<file path="src/rtl/mem_arbiter_pkg.sv">
// Shared types and constants for the instruction-fetch / load-store memory arbiter.
package mem_arbiter_pkg;

  // Arbiter FSM states: idle, fetch transaction in flight, data transaction in flight.
  typedef enum logic [1:0] {
    ST_IDLE  = 2'd0,
    ST_FETCH = 2'd1,
    ST_DATA  = 2'd2
  } arb_state_e;

  // Byte enables used for every read and every fetch.
  localparam logic [3:0] MEM_BE_ALL = 4'b1111;

  // Width of the consecutive-data-grant counter.
  localparam int STREAK_W = 4;

  // Saturating increment so the streak counter can never wrap back to zero.
  function automatic logic [STREAK_W-1:0] streak_inc(input logic [STREAK_W-1:0] v);
    if (v == {STREAK_W{1'b1}}) begin
      streak_inc = v;
    end else begin
      streak_inc = v + {{(STREAK_W-1){1'b0}}, 1'b1};
    end
  endfunction

endpackage

</file>
<file path="src/rtl/mem_arbiter.sv">
// Single-port memory arbiter between an instruction fetch port and a load/store
// port. Data has priority, but a waiting fetch is guaranteed a grant after
// MAX_DATA_STREAK consecutive data grants. All outputs are registered.
module mem_arbiter
  import mem_arbiter_pkg::*;
#(
  parameter int MAX_DATA_STREAK = 2
) (
  input  logic        clk,
  input  logic        rst,
  input  logic        fetch_req,
  input  logic [29:0] fetch_addr,
  input  logic        fetch_flush,
  output logic        fetch_ack,
  output logic [31:0] fetch_rdata,
  input  logic        data_req,
  input  logic        data_we,
  input  logic [29:0] data_addr,
  input  logic [31:0] data_wdata,
  input  logic [3:0]  data_be,
  output logic        data_ack,
  output logic [31:0] data_rdata,
  output logic        mem_req,
  output logic        mem_we,
  output logic [29:0] mem_addr,
  output logic [31:0] mem_wdata,
  output logic [3:0]  mem_be,
  input  logic        mem_ack,
  input  logic [31:0] mem_rdata,
  output logic        busy
);

  localparam logic [STREAK_W-1:0] MAX_STREAK = STREAK_W'(MAX_DATA_STREAK);

  arb_state_e          r_state,       w_state_nxt;
  logic                r_mem_req,     w_mem_req_nxt;
  logic                r_mem_we,      w_mem_we_nxt;
  logic [29:0]         r_mem_addr,    w_mem_addr_nxt;
  logic [31:0]         r_mem_wdata,   w_mem_wdata_nxt;
  logic [3:0]          r_mem_be,      w_mem_be_nxt;
  logic                r_fetch_ack,   w_fetch_ack_nxt;
  logic                r_data_ack,    w_data_ack_nxt;
  logic [31:0]         r_fetch_rdata, w_fetch_rdata_nxt;
  logic [31:0]         r_data_rdata,  w_data_rdata_nxt;
  logic [STREAK_W-1:0] r_streak,      w_streak_nxt;
  logic                r_drop,        w_drop_nxt;
  logic                r_busy,        w_busy_nxt;
  logic                w_fetch_wins;

  // A flushed fetch is not eligible; otherwise fetch wins when data is absent or the streak limit is hit.
  assign w_fetch_wins = fetch_req & ~fetch_flush & (~data_req | (r_streak >= MAX_STREAK));

  // Next-state and next-output logic for the arbiter FSM and streak counter.
  always_comb begin
    w_state_nxt       = r_state;
    w_mem_req_nxt     = r_mem_req;
    w_mem_we_nxt      = r_mem_we;
    w_mem_addr_nxt    = r_mem_addr;
    w_mem_wdata_nxt   = r_mem_wdata;
    w_mem_be_nxt      = r_mem_be;
    w_fetch_ack_nxt   = 1'b0;
    w_data_ack_nxt    = 1'b0;
    w_fetch_rdata_nxt = r_fetch_rdata;
    w_data_rdata_nxt  = r_data_rdata;
    w_streak_nxt      = r_streak;
    w_drop_nxt        = r_drop;
    case (r_state)
      ST_IDLE: begin
        if (w_fetch_wins) begin
          w_state_nxt     = ST_FETCH;
          w_mem_req_nxt   = 1'b1;
          w_mem_we_nxt    = 1'b0;
          w_mem_addr_nxt  = fetch_addr;
          w_mem_wdata_nxt = 32'h0000_0000;
          w_mem_be_nxt    = MEM_BE_ALL;
          w_streak_nxt    = {STREAK_W{1'b0}};
          w_drop_nxt      = 1'b0;
        end else if (data_req) begin
          w_state_nxt     = ST_DATA;
          w_mem_req_nxt   = 1'b1;
          w_mem_we_nxt    = data_we;
          w_mem_addr_nxt  = data_addr;
          w_mem_wdata_nxt = data_wdata;
          w_mem_be_nxt    = data_we ? data_be : MEM_BE_ALL;
          // Only data grants that make a fetch wait count towards the streak.
          if (fetch_req) begin
            w_streak_nxt = streak_inc(r_streak);
          end else begin
            w_streak_nxt = {STREAK_W{1'b0}};
          end
        end else if (!fetch_req) begin
          w_streak_nxt = {STREAK_W{1'b0}};
        end else begin
          w_streak_nxt = r_streak;
        end
      end
      ST_FETCH: begin
        if (mem_ack) begin
          w_state_nxt   = ST_IDLE;
          w_mem_req_nxt = 1'b0;
          w_drop_nxt    = 1'b0;
          // A flush seen at any point of the transaction, including the ack cycle, kills the ack.
          if (!(r_drop || fetch_flush)) begin
            w_fetch_ack_nxt   = 1'b1;
            w_fetch_rdata_nxt = mem_rdata;
          end else begin
            w_fetch_ack_nxt   = 1'b0;
          end
        end else if (fetch_flush) begin
          w_drop_nxt = 1'b1;
        end else begin
          w_drop_nxt = r_drop;
        end
      end
      ST_DATA: begin
        if (mem_ack) begin
          w_state_nxt      = ST_IDLE;
          w_mem_req_nxt    = 1'b0;
          w_data_ack_nxt   = 1'b1;
          w_data_rdata_nxt = mem_rdata;
        end else begin
          w_state_nxt = r_state;
        end
      end
      default: begin
        w_state_nxt   = ST_IDLE;
        w_mem_req_nxt = 1'b0;
      end
    endcase
    w_busy_nxt = (w_state_nxt != ST_IDLE);
  end

  // State, memory-side and requester-side registers; reset abandons any transaction.
  always_ff @(posedge clk or posedge rst) begin
    if (rst) begin
      r_state       <= ST_IDLE;
      r_mem_req     <= 1'b0;
      r_mem_we      <= 1'b0;
      r_mem_addr    <= 30'h0;
      r_mem_wdata   <= 32'h0000_0000;
      r_mem_be      <= MEM_BE_ALL;
      r_fetch_ack   <= 1'b0;
      r_data_ack    <= 1'b0;
      r_fetch_rdata <= 32'h0000_0000;
      r_data_rdata  <= 32'h0000_0000;
      r_streak      <= {STREAK_W{1'b0}};
      r_drop        <= 1'b0;
      r_busy        <= 1'b0;
    end else begin
      r_state       <= w_state_nxt;
      r_mem_req     <= w_mem_req_nxt;
      r_mem_we      <= w_mem_we_nxt;
      r_mem_addr    <= w_mem_addr_nxt;
      r_mem_wdata   <= w_mem_wdata_nxt;
      r_mem_be      <= w_mem_be_nxt;
      r_fetch_ack   <= w_fetch_ack_nxt;
      r_data_ack    <= w_data_ack_nxt;
      r_fetch_rdata <= w_fetch_rdata_nxt;
      r_data_rdata  <= w_data_rdata_nxt;
      r_streak      <= w_streak_nxt;
      r_drop        <= w_drop_nxt;
      r_busy        <= w_busy_nxt;
    end
  end

  assign mem_req     = r_mem_req;
  assign mem_we      = r_mem_we;
  assign mem_addr    = r_mem_addr;
  assign mem_wdata   = r_mem_wdata;
  assign mem_be      = r_mem_be;
  assign fetch_ack   = r_fetch_ack;
  assign fetch_rdata = r_fetch_rdata;
  assign data_ack    = r_data_ack;
  assign data_rdata  = r_data_rdata;
  assign busy        = r_busy;

endmodule
</file>
<file path="config.mk">
export PLATFORM = sky130hd
export DESIGN_NAME = mem_arbiter
export DESIGN_NICKNAME = d
export VERILOG_FILES = /design/src/rtl/mem_arbiter_pkg.sv /design/src/rtl/mem_arbiter.sv
export SDC_FILE = /design/constraint.sdc
export NUM_CORES = 1
export LEC_CHECK = 0
export CELL_PAD_IN_SITES_DETAIL_PLACEMENT = 1
export CELL_PAD_IN_SITES_GLOBAL_PLACEMENT = 1
export CORE_MARGIN = 8
export CORE_UTILIZATION = 33
export CTS_CLUSTER_DIAMETER = 40
export DETAILED_ROUTE_END_ITERATION = 16
export GPL_TIMING_DRIVEN = 0
export PLACE_DENSITY = 0.95
export RECOVER_POWER = 100
export SKIP_CTS_REPAIR_TIMING = 1
export SLEW_MARGIN = 20
export SYNTH_ARGS = -nofsm -noshare
export SYNTH_HDL_FRONTEND = slang
export SYNTH_SLANG_ARGS = --single-unit
export TNS_END_PERCENT = 10
</file>
<file path="constraint.sdc">
create_clock -name clk -period 7.2 [get_ports clk]
set_clock_uncertainty 0.15 [all_clocks]
set_input_delay 0.72 -clock clk [delete_from_list [all_inputs] [get_ports clk]]
set_output_delay 0.72 -clock clk [all_outputs]
set_load 0.03 [all_outputs]
</file>
==> run metrics <==
outcome finished with violations; failing checks capacitance limit, slew limit; hold crit path type flip-flop to flip-flop; min Tclk post-route 3.54 ns; global route hottest layer met2; cts bufs inserted 17; Tcrit/Tclk final 49.2%; vias in the first global route 5979; Total Power 4.52 mW; total wire length 21500 µm; CTS tree done; Yosys warning count 0; M3 GR Usage 8.38%; Die Width between 100 and 150 µm; Arrival @ worst endpoint 3.68 ns; gpl congestion between 0.7 and 0.8; simple-gate area share of the yosys netlist 15.6%; root cell of the clock tree clkbuf_16; crit-path max FO 10; Post-synth top flop dfrtp_1; register area share after synthesis 60.5%; EDFF count, synth 0; Async SR Flop Fraction 100%; Mapped Cells 528; post-synthesis xor/xnor area fraction 0%; Unique masters post-synth 36; clock buffer depth 2; most frequent cells in the layout dfrtp_1, dlygate4sd3_1, nand2_1, clkdlybuf4s50_1, mux2_2; setup tns final 0 ns; initial antenna violation count 0; diode count 0; worst slack at placement 4.24 ns; Sequential Area approximately 0.0036 mm²; leakage power 4.20 nW; area growth from synthesis to layout 60.3%; num rows 49; Synth Area in Compound Gates 6.30%; Hold WS 0.309 ns; Core Area 0.0177 mm²; Num Clock Sinks between 100 and 150; f_max 0.282 GHz; synthesized netlist net count 669; clock transition at the registers of the reported paths roughly 0.07 ns; area occupied by multi-input gates approximately 0.0021 mm²; routed via count roughly 5.1k; max-cap violations 2; Vias/cell just under 5; Tot GR Track Use 19.6%; share of synthesized area spent on multiplexers 12.8%; io pins between 200 and 300; synthesized-area fraction occupied by adder cells 1.28%; largest net degree at the start of global routing 93; RSZ-0062 raised after global routing false; Routed WL per cell between 20 and 25 µm; fraction of final layout cells with drive strength greater than 1 13.5%; met2 GRT Util approximately a third; Seq cells post-synth 142; mapped cell area ~0.0059 mm²; Syn Area/Cell 11.1 µm²; total grt overflow 0; Worst VDD drop 0.241 mV; Setup crit end kind flip-flop; Final nets between 900 and 1k; port bufs 268; worst setup margin between 3 and 4 ns; Initial Utilization ~33%; CTS HTree Levels 4; Fin. Hold Viols 0; Initial DRT Pass Iterations 4; Final Non-Filler Cells roughly 1.1k; max-slew violation count 58; Slew HR -65.2%; die area 0.0223 mm²; DP Wirelength 16800 µm; met1 Track Usage GR 20.8%; Pwr Density 480 mW/mm²; critical path class input port to flip-flop; Req. time, crit path 7.34 ns; setup violators final 0; main combinational cell family by area after synthesis simple AND/OR/NAND/NOR gates; first-pass GRT wire length ~34000 µm; initial DRC count about 200; Worst-Margin Slew 2.46 ns; number of routed nets with antenna violations 0; Placed Cells 1026; Clock Latency Late Sink 0.42 ns; DRC viols 0; fillers 1933; Die Ht 149 µm; Setup crit start kind input port
[cells in the mapped netlist (all sizes together), types with 2 or more instances]
cell    number  area [µm²]
mux2        66         743
dfrtp      138        3450
a21oi        4        20.0
inv          9        33.8
ha           6        75.1
nand2      130         488
nor2b        2        20.0
nor2        45         169
nand3       36         180
a31oi       36         225
buf         27         150
clkbuf       6        22.5
dfstp        4         105
o21ai        3        22.5
[stage by stage]
| step | utilization (%) | cell area, µm² |
|---|---|---|
| global placement | 49.9 | 8850 |
| global route | 53.2 | 9430 |
| finish | 53.2 | 9430 |
| CTS | 53.6 | 9490 |
| floorplan | - | 5880 |
| detailed placement | 50.1 | 8880 |
[final timing paths]
kind / startpoint / end / slack, ns / cells after the start
max in group asynchronous: rst / r_streak[2] / 4.36 / 3
worst min register to register: mem_wdata[20] / mem_wdata[20] / 0.31 / 2
worst max register to register: r_state[1] / fetch_rdata[22] / 3.91 / 6
worst max-delay path: fetch_flush / fetch_rdata[22] / 3.66 / 4
min in group asynchronous: rst / mem_wdata[9] / 1.30 / 2
worst min-delay path: mem_wdata[20] / mem_wdata[20] / 0.31 / 2
[sequential cells by signal (all words and copies together), names as in the netlist, 2 cells and up]
signal / flops
r_streak: 4
data_rdata: 32
fetch_rdata: 32
mem_be: 4
mem_wdata: 32
r_state: 2
mem_addr: 30
[area by class of cell]
class | instances | share of cell area, %
sequential | 142 | 37.7
timing repair buffer | 269 | 28.7
multi-input combinational | 344 | 22.1
clock buffer | 19 | 4.80
tap | 229 | 3.04
clock inverter | 13 | 1.62
buffer | 33 | 1.54
inverter | 9 | 0.372
[metal layers]
layer,vias to the layer above,share of wire (%)
met5,-,0
met4,0,1.9
li1,2369,-
met3,28,9.4
met2,209,51
met1,2533,38
[cells by family after synthesis]
kind of cell / after synthesis
multiplexers: 67
adder cells (fa/ha/maj): 6
buffers and inverters: 42
AO/OA/AOI/OAI: 54
flip-flops: 142
AND/OR/NAND/NOR: 217
[worst max-delay path, cell delays in order]
cell           delay (ns)
dlygate4sd3_1        0.65
nor4b_1              1.32
clkbuf_1             0.58
mux2_1               0.41
[where the power goes]
| part | internal [mW] | switching [mW] |
|---|---|---|
| clock | 0.536 | 0.363 |
| sequential | 1.18 | 0.204 |
| combinational | 0.851 | 1.39 |
Power figures use the tool's default switching activity.
